===== config.mk =====
export PLATFORM = sky130hd
export DESIGN_NAME = rom_port_arbiter
export DESIGN_NICKNAME = d
export VERILOG_FILES = /design/src/rtl/rom_arb_pkg.sv /design/src/rtl/rr_picker.sv /design/src/rtl/rom_port_arbiter.sv
export SDC_FILE = /design/constraint.sdc
export NUM_CORES = 1
export LEC_CHECK = 0
export CORE_ASPECT_RATIO = 0.6
export CORE_UTILIZATION = 30
export CTS_BUF_LIST = sky130_fd_sc_hd__clkbuf_8
export CTS_CLUSTER_DIAMETER = 40
export DETAILED_ROUTE_END_ITERATION = 10
export GPL_TIMING_DRIVEN = 0
export HOLD_SLACK_MARGIN = 0.03
export PLACE_DENSITY = 0.8
export SYNTH_ARGS = -nofsm -noshare
export SYNTH_HDL_FRONTEND = slang
export SYNTH_SLANG_ARGS = --single-unit
export TNS_END_PERCENT = 30

===== constraint.sdc =====
create_clock -name clk -period 3.15 [get_ports clk]
set_input_delay 0.945 -clock clk [delete_from_list [all_inputs] [get_ports clk]]
set_output_delay 0.945 -clock clk [all_outputs]
set_load 0.05 [all_outputs]

===== src/rtl/rom_arb_pkg.sv =====
// Shared types and limits for the image-ROM port arbiter.
package rom_arb_pkg;

  localparam int NUM_REQ_MAX     = 8;
  localparam int ROM_LATENCY_MAX = 3;

  typedef logic [$clog2(NUM_REQ_MAX)-1:0] req_id_t;

  typedef enum logic {
    IDLE,
    LOCKED
  } lock_state_e;

endpackage


===== src/rtl/rr_picker.sv =====
// Rotate-priority encoder: first set request at or after ptr, wrapping to 0.
module rr_picker
  import rom_arb_pkg::*;
#(
  parameter int N = 4
) (
  input  logic [N-1:0] req,
  input  req_id_t      ptr,
  output logic [N-1:0] gnt,
  output req_id_t      idx
);

  logic [2*N-1:0] dbl;
  logic [2*N-1:0] back;
  logic [N-1:0]   rot;
  logic [N-1:0]   pick;

  always_comb begin
    // Rotate so ptr sits at bit 0, isolate the lowest set bit, rotate back.
    dbl  = {req, req} >> ptr;
    rot  = dbl[N-1:0];
    pick = rot & (~rot + N'(1));
    back = {pick, pick} << ptr;
    gnt  = back[2*N-1:N];
    idx  = '0;
    for (int k = 0; k < N; k++) begin
      if (((gnt >> k) & N'(1)) != '0) idx = idx | req_id_t'(k);
    end
  end

endmodule


===== src/rtl/rom_port_arbiter.sv =====
// Round-robin arbiter sharing one registered-read image ROM between pixel requesters.
// Define ROM_ARB_LOCK_EN to build the burst-lock FSM; otherwise lock is ignored.
module rom_port_arbiter
  import rom_arb_pkg::*;
#(
  parameter int NUM_REQ     = 4,
  parameter int ADDR_WIDTH  = 20,
  parameter int DATA_WIDTH  = 12,
  parameter int ROM_LATENCY = 1
) (
  input  logic                          clk,
  input  logic                          rst_n,
  input  logic [NUM_REQ-1:0]            req,
  input  logic [NUM_REQ*ADDR_WIDTH-1:0] addr,
  input  logic [NUM_REQ-1:0]            lock,
  output logic [NUM_REQ-1:0]            gnt,
  output logic [ADDR_WIDTH-1:0]         rom_addr,
  input  logic [DATA_WIDTH-1:0]         rom_dout,
  output logic [NUM_REQ-1:0]            rvalid,
  output logic [DATA_WIDTH-1:0]         rdata
);

  localparam int      IW      = $bits(req_id_t);
  localparam req_id_t LAST_ID = req_id_t'(NUM_REQ - 1);

  req_id_t                     ptr_reg, ptr_next, ptr_adv;
  logic [NUM_REQ-1:0]          pick_gnt, gnt_c;
  req_id_t                     pick_idx, gnt_idx;
  logic [ADDR_WIDTH-1:0]       sel_addr, addr_hold_reg;
  logic [ROM_LATENCY-1:0]      tag_v_reg;
  logic [ROM_LATENCY*IW-1:0]   tag_id_reg;
  logic                        tag_v_last;
  req_id_t                     tag_id_last;
  logic [DATA_WIDTH-1:0]       rdata_hold_reg;

  rr_picker #(.N(NUM_REQ)) u_picker (
    .req (req),
    .ptr (ptr_reg),
    .gnt (pick_gnt),
    .idx (pick_idx)
  );

  assign ptr_adv = (pick_idx == LAST_ID) ? '0 : req_id_t'(pick_idx + 1'b1);

`ifdef ROM_ARB_LOCK_EN
  lock_state_e         state_reg, state_next;
  logic [NUM_REQ-1:0]  owner_reg, owner_next;
  req_id_t             owner_id_reg, owner_id_next;
  logic                hold;

  always_ff @(posedge clk) begin
    if (!rst_n) begin
      state_reg    <= IDLE;
      owner_reg    <= '0;
      owner_id_reg <= '0;
    end else begin
      state_reg    <= state_next;
      owner_reg    <= owner_next;
      owner_id_reg <= owner_id_next;
    end
  end

  always_comb begin
    hold          = (state_reg == LOCKED) && ((owner_reg & req & lock) != '0);
    state_next    = IDLE;
    owner_next    = owner_reg;
    owner_id_next = owner_id_reg;
    gnt_c         = pick_gnt;
    gnt_idx       = pick_idx;
    ptr_next      = ptr_reg;
    if (hold) begin
      gnt_c      = owner_reg;
      gnt_idx    = owner_id_reg;
      state_next = LOCKED;
    end else begin
      // Lock released (or never held): this cycle arbitrates normally.
      if (pick_gnt != '0) ptr_next = ptr_adv;
      if ((pick_gnt & lock) != '0) begin
        state_next    = LOCKED;
        owner_next    = pick_gnt;
        owner_id_next = pick_idx;
      end
    end
  end
`else
  logic lock_unused;
  assign lock_unused = ^lock;

  always_comb begin
    gnt_c    = pick_gnt;
    gnt_idx  = pick_idx;
    ptr_next = (pick_gnt != '0) ? ptr_adv : ptr_reg;
  end
`endif

  always_ff @(posedge clk) begin
    if (!rst_n) ptr_reg <= '0;
    else        ptr_reg <= ptr_next;
  end

  assign gnt      = rst_n ? gnt_c : '0;
  assign sel_addr = ADDR_WIDTH'(addr >> (gnt_idx * ADDR_WIDTH));
  assign rom_addr = !rst_n ? '0 : ((gnt != '0) ? sel_addr : addr_hold_reg);

  // Tag pipeline mirrors the ROM read latency so data is routed to its owner.
  always_ff @(posedge clk) begin
    if (!rst_n) begin
      addr_hold_reg <= '0;
      tag_v_reg     <= '0;
      tag_id_reg    <= '0;
    end else begin
      addr_hold_reg <= rom_addr;
      tag_v_reg     <= (tag_v_reg << 1) | ROM_LATENCY'(gnt != '0);
      tag_id_reg    <= (tag_id_reg << IW) | (ROM_LATENCY*IW)'(gnt_idx);
    end
  end

  assign tag_v_last  = tag_v_reg[ROM_LATENCY-1] && rst_n;
  assign tag_id_last = tag_id_reg[ROM_LATENCY*IW-1 -: IW];

  for (genvar gi = 0; gi < NUM_REQ; gi++) begin : g_rvalid
    assign rvalid[gi] = tag_v_last && (tag_id_last == req_id_t'(gi));
  end

  always_ff @(posedge clk) begin
    if (!rst_n)          rdata_hold_reg <= '0;
    else if (tag_v_last) rdata_hold_reg <= rom_dout;
  end

  assign rdata = !rst_n ? '0 : (tag_v_last ? rom_dout : rdata_hold_reg);

endmodule


==> results of run 1 <==
==> logic make-up (layout without fill, tap and decap cells) <==
group | count (synthesis) | count (layout) | share of synthesized area [%]
buffers and inverters | 35 | 217 | 7.019
multiplexers | 19 | 19 | 8.015
AND/OR/NAND/NOR | 91 | 91 | 21.01
flip-flops | 37 | 37 | 31.01
AO/OA/AOI/OAI | 94 | 94 | 32.95
==> stage by stage <==
step | power, W | hold WS (ps) | util, % | setup WS, ps | setup TNS, ps
3_3_place_gp | 0.001440 | 477.1 | 58.20 | -1637 | -43550
4_1_cts | 0.002197 | 508.9 | 72.34 | -216.1 | -3512
2_1_floorplan | 0.001155 | 469.1 | - | -207.8 | -4109
3_5_place_dp | 0.001458 | 490.6 | 58.20 | -1683 | -45410
5_1_grt | 0.002352 | 523.5 | 74.73 | -307.7 | -7289
6_report | 0.002261 | 510.0 | 74.73 | -254.2 | -4266
==> layer usage <==
layer	vias to the layer above	routed length, µm	GRT usage [%]
met5	-	0	0
met4	0	90	6.329
met3	10	877	6.084
met2	118	5479	47.12
met1	1525	4681	33.91
li1	1442	-	-
==> repair_timing <==
| item | 4_1_cts | 5_1_grt |
|---|---|---|
| endpoints found under the setup margin | 40 | 37 |
| resized for setup | 326 | 24 |
| gates cloned | 3 | 0 |
| pin swaps | 31 | 14 |
| setup buffers | 23 | 15 |
==> power by group through the flow <==
stage,clock network [W],logic (W),registers (W)
floorplan,0,0.000614,0.000542
detailed placement,0,0.000912,0.000546
finish,0.000437,0.00128,0.000539
global placement,0,0.000896,0.000544
global route,0.000466,0.00134,0.000544
CTS,0.000443,0.00122,0.000537
==> path summary, 6_finish.rpt <==
kind                                        from          endpoint  cells after the start  slack, ps
worst min register to register  addr_hold_reg[8]  addr_hold_reg[8]                      2        510
worst max register to register        ptr_reg[0]  addr_hold_reg[7]                     11        960
worst min-delay path            addr_hold_reg[8]  addr_hold_reg[8]                      2        510
worst max-delay path                      req[0]       rom_addr[9]                     10       -250
==> worst register-to-register path, delay by kind of cell (launching register included) <==
family,cells,cell delay (ps)
AOI/OAI and AO/OA,4,700
buffers and inverters,7,920
DFF,1,480
==> final cells by class <==
class                   count  area [µm²]
fillers                   492        1889
clock buffers               6       82.58
well taps                 104       130.1
plain buffers              26       337.8
inverters                   8       30.03
clock inverters             2       37.54
flip-flops and latches     37       740.7
repair buffers            175        1826
multi-input cells         204        2404
==> synth_stat cells, types with 2 or more instances <==
library cell  instances  area [µm²]
o31ai_1              34       255.2
clkbuf_1             12       45.04
buf_4                 3       22.52
dfxtp_1              37       740.7
buf_6                 2       22.52
nand2_1              23       86.33
and2_1               19       118.9
a211oi_1             17       127.6
buf_1                 2       7.510
a221oi_1              9       78.83
buf_2                 8       40.04
a21oi_1               6       30.03
and4_1               16       140.1
and3_1                2       12.51
nor3_1                2       10.01
inv_1                 7       26.28
o221ai_1              6       52.55
nand3_1               5       25.02
o21ai_0               4       20.02
mux2i_1              18       180.2
nor2_1               20       75.07
a221oi_2              9       135.1
==> qor.csv, run 1 <==
metric;value;unit
Final setup viols;21;
Max Cap Viol;0;
max reg flops;20;
Starting Density;31.94;%
Synth cell types;37;
Setup CP Type;in2out;
clock network power share;19.3;%
H-tree level count;2;
Core Region;0.007477;mm²
vias in the first global route;3257;
Critical Path End Type;output port;
Tmin final;3404;ps
Post-synth EDFFs;0;
gpl congestion;0.8663;
Antenna Cells;0;
slowest cell on the critical path;o31ai_4;
placed instance count;514;
chip height;71.12;µm
critical path's top delay family;compound AO/OA/AOI/OAI gates;
CTS max path bufs;2;
Tcrit/Tclk final;108.1;%
Port Buffers;134;
die footprint;0.008334;mm²
final antenna-violating net count;0;
CP max stage delay;260;ps
power share of the sequential group;23.9;%
drt wl/cell;19.80;µm
crit path DAT;2460;ps
crit-path cells;buf_8, a21oi_4, o21a_1, buf_6, o22ai_4, buf_6, buf_12, a221oi_4, o31ai_4, buf_6;
via count;3095;
io pins;142;
layout net count;559;
Iteration-0 DRC Markers;102;
Area Overhead vs Synth;133.9;%
All-Layer GR Usage;27.07;%
Detail Placement HPWL;7.529;mm
fin. max-slew vios;0;
routed vias/inst;5.507;
Min-Delay Path Class;reg2reg;
Switching Share;38.52;%
syn nets;378;
CTS tree;done;
clk_skew;6.534;ps
WP data required;2200;ps
ys async rst share;0;%
final cell count without fillers;562;
RSZ-0062 raised after global routing;true;
outcome;complete, but fails checks;
Synth Cell Area;0.002389;mm²
CTS root buf;clkbuf_8;
top_reg_cell synth;dfxtp_1;
initial antenna violation count;0;
violated checks;negative setup slack;
VDD IR max;0.2582;mV
cell repeated most along the worst path;buf_6;
fmax;0.2938;GHz
most frequent cells in the layout;clkdlybuf4s50_1 (92), dfxtp_1 (37), buf_4 (29);
P_leak;2.082;nW
Internal Power;0.001390;W
most common cell after layout, fill and taps aside;clkdlybuf4s50_1;
Num CTS Buffers;5;
WP buf/inv;5;
final hold vios;0;
largest net degree at the start of global routing;13;
Yosys Warn Count;0;
Comb pwr share;56.8;%
Cells after Synth;276;
crit path max fanout;5;
Horiz. Die Dim;117.2;µm
residual DRC count;0;
cell row count;24;
routed wire length;11.13;mm
Net Sw Power;0.0008708;W
Worst-path clk slew;70;ps
DRT Pass-1 Iters;4;
clock sinks;37;
Power per Cell Area;404.6;mW/mm²
Area after DPL;0.004352;mm²
Slew HR;55.13;%
Finished Cell Area;0.005588;mm²
latest clock arrival within the worst-skew pair;290;ps
Startpoint Class;input port;
post-synthesis sequential area ratio;31.01;%
setup slack after layout;-254.2;ps
worst slew pin tran;673.1;ps
total gr overflow;0;
hold_buf cts;0;
share of cells above drive strength 1;42.14;%
first-pass GRT wire length;16.96;mm
synthesized area per cell;8.654;µm²
Seq cells post-synth;37;
No activity file was read; power rests on OpenSTA's default activity.
==> run 2, diff against run 1 <==
Settings changed: CORE_MARGIN set to 10.
==> run 2 against run 1 <==
  * The run still ends with negative setup slack left
  * Sequential power about the same
  * Register-to-register slack gained 130 ps
  * First-iteration DRC count rose by 36%
  * Critical path type unchanged
  * Via count fell by 2.5%
  * Hold slack gained 0.79 ps
  * Non-clock buffer count is 3 lower
  * Power down 4.0%
  * Critical endpoint is now rom_addr[13]
  * Cell count is 0.18% lower
  * Largest cell class unchanged
  * Global-route usage is 8.2 points lower
  * Highest routed layer unchanged
  * Combinational power is essentially flat
  * Clock-buffer cell count down 1
==> qor.csv, run 2 (synthesized netlist as in run 1, its figures left out) <==
metric;value;unit;change
outcome;complete, but fails checks;;
violated checks;negative setup slack;;
routed wire length;12.01;mm;+7.9%
RSZ-0062 raised after global routing;true;;
residual DRC count;0;;unchanged
Port Buffers;134;;unchanged
Critical Path End Type;output port;;
CTS tree;done;;
Startpoint Class;input port;;
Iteration-0 DRC Markers;139;;+36%
final cell count without fillers;561;;-0.18%
P_leak;2.088;nW;+0.32%
max reg flops;20;;unchanged
crit path max fanout;5;;unchanged
Num CTS Buffers;5;;unchanged
clock sinks;37;;unchanged
fin. max-slew vios;0;;unchanged
share of cells above drive strength 1;41.28;%;-0.86 points
routed vias/inst;5.381;;-2.3%
DRT Pass-1 Iters;5;;+1
Critical path origin;req[2];;
Min-Delay Path Class;reg2reg;;
Final setup viols;21;;unchanged
most frequent cells in the layout;clkdlybuf4s50_1 (92), dfxtp_1 (37), buf_4 (34);;
Detail Placement HPWL;8.215;mm;+9.1%
CTS root buf;clkbuf_8;;
critical path endpoint;rom_addr[13];;
drt wl/cell;21.41;µm;+8.1%
Tcrit/Tclk final;108.3;%;+0.25 points
worst slew pin tran;650.8;ps;-22.34 ps
io pins;142;;unchanged
gpl congestion;0.8456;;-2.4%
Horiz. Die Dim;135.2;µm;+15%
Reg2Reg Depth;8;;-3
cell row count;25;;+4.2%
reg-to-reg endpoint;addr_hold_reg[13];;
H-tree level count;2;;unchanged
clk_skew;18.10;ps;+11.56 ps
Hold Startpoint;addr_hold_reg[10];;
die footprint;0.01205;mm²;+45%
final antenna-violating net count;0;;unchanged
final hold vios;0;;unchanged
Tmin final;3412;ps;+7.738 ps
Slew HR;56.62;%;+1.5 points
Core Region;0.007820;mm²;+4.6%
All-Layer GR Usage;18.83;%;-8.2 points
VDD IR max;0.2176;mV;-16%
latest clock arrival within the worst-skew pair;300;ps;about the same
worst r2r src;ptr_reg[1];;
Area Overhead vs Synth;131.1;%;
Starting Density;30.54;%;-1.4 points
fill count;578;;+17%
first-pass GRT wire length;17.90;mm;+5.5%
layout net count;556;;-0.54%
vias in the first global route;3208;;-1.5%
hold_buf cts;0;;unchanged
Setup CP Type;in2out;;
initial antenna violation count;0;;unchanged
WP data required;2200;ps;about the same
Worst-path clk slew;90;ps;+20 ps
placed instance count;518;;+0.78%
chip height;89.12;µm;+25%
CTS max path bufs;2;;unchanged
fmax;0.2931;GHz;-0.23%
largest net degree at the start of global routing;11;;-2
Max Cap Viol;0;;unchanged
via count;3019;;-2.5%
total gr overflow;0;;unchanged
Power per Cell Area;393.2;mW/mm²;-2.8%
WHS;510.8;ps;+0.7930 ps
r2r setup slk;1090;ps;+130 ps
most common cell after layout, fill and taps aside;clkdlybuf4s50_1;;
Antenna Cells;0;;unchanged
setup slack after layout;-261.9;ps;-7.738 ps
crit path DAT;2470;ps;about the same
[run 2: cell count changes in the layout (fill, tap and decap cells not counted), sizes merged]
cell,delta
clkinvlp,-1
bufinv,-1
buf,+9
bufbuf,+1
dlymetal6s2s,+1
dlygate4sd2,-1
clkinv,+1
clkdlybuf4s15,-15
clkbuf,+3
clkdlybuf4s18,-2
[run 2: worst max-delay path: stages]
cell,delay [ps]
buf_8,100
mux2_4,280
nand2_8,80
nand3_4,130
buf_6,170
buf_12,140
a221oi_4,360
o31ai_4,90
buf_6,160
[run 2: worst min path at each step]
stage | slack [ps] | cells past startpoint | to
after detailed placement | 490 | 2 | addr_hold_reg[13]
final | 510 | 2 | addr_hold_reg[10]
after global routing | 530 | 2 | addr_hold_reg[7]
after floorplan | 470 | 2 | addr_hold_reg[10]
after global placement | 480 | 2 | addr_hold_reg[3]
after CTS | 510 | 2 | addr_hold_reg[14]
[run 2: metal layers]
| metal | GRT usage [%] | vias up | part of all wire (%) |
|---|---|---|---|
| met4 | 2.529 | 0 | 0.86 |
| li1 | - | 1428 | - |
| met5 | 0 | - | 0 |
| met1 | 23.29 | 1480 | 44 |
| met3 | 4.658 | 10 | 6.0 |
| met2 | 33.29 | 101 | 49 |
[run 2: final cells by class]
class / count / area [µm²] / area share [%]
multi-input cells: 204 / 2407 / 43.61
repair buffers: 172 / 1809 / 32.77
flip-flops and latches: 37 / 740.7 / 13.42
plain buffers: 26 / 324.1 / 5.870
well taps: 108 / 135.1 / 2.448
clock buffers: 5 / 68.82 / 1.247
inverters: 8 / 30.03 / 0.5440
clock inverters: 1 / 5.005 / 0.09066
[run 2: per-stage QoR]
stage               area [µm²]  TNS [ps]  setup WS [ps]  power, W  util (%)
floorplan                 2880     -4109         -207.8  0.001155         -
global placement          4357    -44080          -1654  0.001442     55.71
detailed placement        4357    -47290          -1737  0.001459     55.71
CTS                       5349     -4930         -279.0  0.002101     68.40
global route              5520     -5555         -303.8  0.002249     70.59
finish                    5520     -4667         -261.9  0.002171     70.59
[run 2: where the power goes]
| group | switching (W) | total (W) | leakage (nW) | internal, W |
|---|---|---|---|---|
| registers | 0.0000187 | 0.000537 | 0.307 | 0.000518 |
| logic | 0.000679 | 0.00131 | 1.74 | 0.000634 |
| clock network | 0.000175 | 0.000321 | 0.0399 | 0.000146 |
| total | 0.000872 | 0.00217 | 2.09 | 0.00130 |
[run 2: what timing repair did]
action	in CTS	in global routing
gates cloned	5	1
setup buffers	23	9
pin swaps	20	26
resized for setup	373	27
setup endpoints to repair	40	35
==> run 3, diff against run 2 <==
Settings changed: GPL_TIMING_DRIVEN 0 to 1, SETUP_SLACK_MARGIN set to 0.4.
==> run 3 against run 2 <==
  * The run still ends with negative setup slack left
  * Sequential share of layout area down 0.87 points
  * Register-to-register slack got worse by 350 ps
  * Utilization rose by 5.0 points
==> qor.csv, run 3 (synthesized netlist as in run 1, its figures left out) <==
metric;value;unit;change
outcome;complete, but fails checks;;
violated checks;negative setup slack;;
cell repeated most along the worst path;buf_6;;
Core Region;0.007820;mm²;unchanged
io pins;142;;unchanged
critical path endpoint;rom_addr[6];;
Post-Route Utilization;75.58;%;+5.0 points
fmax;0.2892;GHz;-1.3%
most frequent cells in the layout;clkdlybuf4s50_1 (81), buf_4 (54), dfxtp_1 (36), buf_12 (36), buf_6 (33);;
most common cell after layout, fill and taps aside;clkdlybuf4s50_1;;
register area;742.0;µm²;+0.17%
fin. max-slew vios;0;;unchanged
Tmin final;3458;ps;+45.95 ps
area of the multi-input gates;0.002342;mm²;-2.7%
CTS tree;done;;
setup slack after layout;-307.9;ps;-45.95 ps
clock sinks;37;;unchanged
largest net degree at the start of global routing;37;;+26
All-Layer GR Usage;19.90;%;+1.1 points
hold depth;2;;unchanged
worst slew pin tran;511.2;ps;-139.5 ps
Port Buffers;137;;+2.2%
crit-path cells;buf_8, mux2_4, nand2_4, buf_12, and2_4, buf_6, a221oi_4, buf_6, o31ai_4, buf_6;;
Power per Cell Area;380.1;mW/mm²;-3.3%
Setup CP Type;in2out;;
die footprint;0.01205;mm²;unchanged
critical path's top delay family;buffers and inverters;;
Critical Path End Type;output port;;
Iteration-0 DRC Markers;107;;-23%
total power draw;0.002247;W;+3.5%
crit path max fanout;7;;+2
share of cells above drive strength 1;49.38;%;+8.1 points
r2r setup slk;740;ps;-350 ps
CTS max path bufs;2;;unchanged
WHS;507.0;ps;-3.847 ps
initial antenna violation count;0;;unchanged
gpl congestion;0.8788;;+3.9%
total gr overflow;0;;unchanged
chip height;89.12;µm;unchanged
P_leak;2.284;nW;+9.4%
via count;3149;;+4.3%
Area Overhead vs Synth;147.5;%;
Max Cap Viol;0;;unchanged
Worst-path clk slew;70;ps;-20 ps
H-tree level count;2;;unchanged
clk_skew;4.917;ps;-13.18 ps
CP max stage delay;280;ps;-80 ps
layout net count;582;;+4.7%
first-pass GRT wire length;18.97;mm;+6.0%
slowest cell on the critical path;mux2_4;;
fill count;503;;-13%
routed wire length;12.38;mm;+3.1%
RSZ-0062 raised after global routing;true;;
VDD IR max;0.2187;mV;+0.53%
Num CTS Buffers;5;;unchanged
routed vias/inst;5.355;;-0.48%
Startpoint Class;input port;;
max reg flops;20;;unchanged
final antenna-violating net count;0;;unchanged
final hold vios;0;;unchanged
CP Depth;10;;+1
latest clock arrival within the worst-skew pair;290;ps;about the same
DRT Pass-1 Iters;4;;-1
cell row count;25;;unchanged
Detail Placement HPWL;8.305;mm;+1.1%
Slew HR;65.92;%;+9.3 points
drt wl/cell;21.05;µm;-1.7%
Tcrit/Tclk final;109.8;%;+1.5 points
Min-Delay Path Class;reg2reg;;
Antenna Cells;0;;unchanged
vias in the first global route;3514;;+9.5%
residual DRC count;0;;unchanged
WP buf/inv;5;;+1
worst r2r src;ptr_reg[1];;
CTS root buf;clkbuf_8;;
Horiz. Die Dim;135.2;µm;unchanged
crit path DAT;2510;ps;+40 ps
reg-to-reg endpoint;addr_hold_reg[9];;
Reg2Reg Depth;11;;+3
WP data required;2200;ps;about the same
Starting Density;30.54;%;unchanged
Critical path origin;req[0];;
Final setup viols;20;;-4.8%
## run 3: cell types whose count changed in the layout (fill, tap and decap cells not counted), moves of 13 or more
cell	change
buf_4	+20
buf_12	+24
a211oi_4	-15
a211oi_2	+15
nor2_4	+13
nor2_1	-14
## run 3: worst min path at each step
stage | from | end | slack (ps)
detailed placement | addr_hold_reg[12] | addr_hold_reg[12] | 490
global route | addr_hold_reg[12] | addr_hold_reg[12] | 530
CTS | addr_hold_reg[18] | addr_hold_reg[18] | 510
floorplan | addr_hold_reg[10] | addr_hold_reg[10] | 470
finish | addr_hold_reg[2] | addr_hold_reg[2] | 510
global placement | addr_hold_reg[15] | addr_hold_reg[15] | 480
## run 3: worst register-to-register path, stage by stage, from the launching register on
cell and delay, ps:
dfxtp_1 520, mux2_4 350, nand2_4 100, buf_12 110
and2_4 270, buf_6 150, buf_6 90, a221oi_4 60
buf_4 140, buf_4 120, buf_4 130, o31ai_1 270
## run 3: layout make-up
class,count,share of cell area (%)
flip-flops and latches,37,12.55
multi-input cells,204,39.63
inverters,8,0.5080
clock inverters,1,0.06351
repair buffers,224,43.56
well taps,108,2.286
clock buffers,6,1.397
## run 3: layer usage
metal  routed length (µm)  global-route usage [%]  part of all wire, %
met1                 4851                   22.37                   39
met2                 6339                   36.51                   51
met3                 1006                   5.556                  8.1
met4                  181                   5.350                  1.5
met5                    0                       0                    0
## run 3: repair_timing
action / in CTS / in global routing
pin swaps: 50 / 20
hold buffers: 0 / 0
cloned: 4 / 0
setup endpoints to repair: 40 / 28
resized for setup: 154 / 16
setup buffers: 17 / 3
endpoints found under the hold margin: 0 / 0
## run 3: stage by stage
stage / area (µm²) / worst slack, ps / TNS, ps / instances
3_5_place_dp: 4959 / -787.2 / -16850 / 557
6_report: 5911 / -307.9 / -5263 / 588
3_3_place_gp: 4959 / -730.5 / -15190 / 557
5_1_grt: 5911 / -363.6 / -6395 / 588
4_1_cts: 5804 / -317.7 / -5126 / 585
2_1_floorplan: 2880 / -207.8 / -4109 / 276
## run 3: power by group
| group | internal, W | total (W) | switching, W |
|---|---|---|---|
| Combinational | 0.000693 | 0.00136 | 0.000663 |
| Clock | 0.000171 | 0.000343 | 0.000172 |
| Sequential | 0.000519 | 0.000547 | 0.0000286 |
| Total | 0.00138 | 0.00225 | 0.000864 |
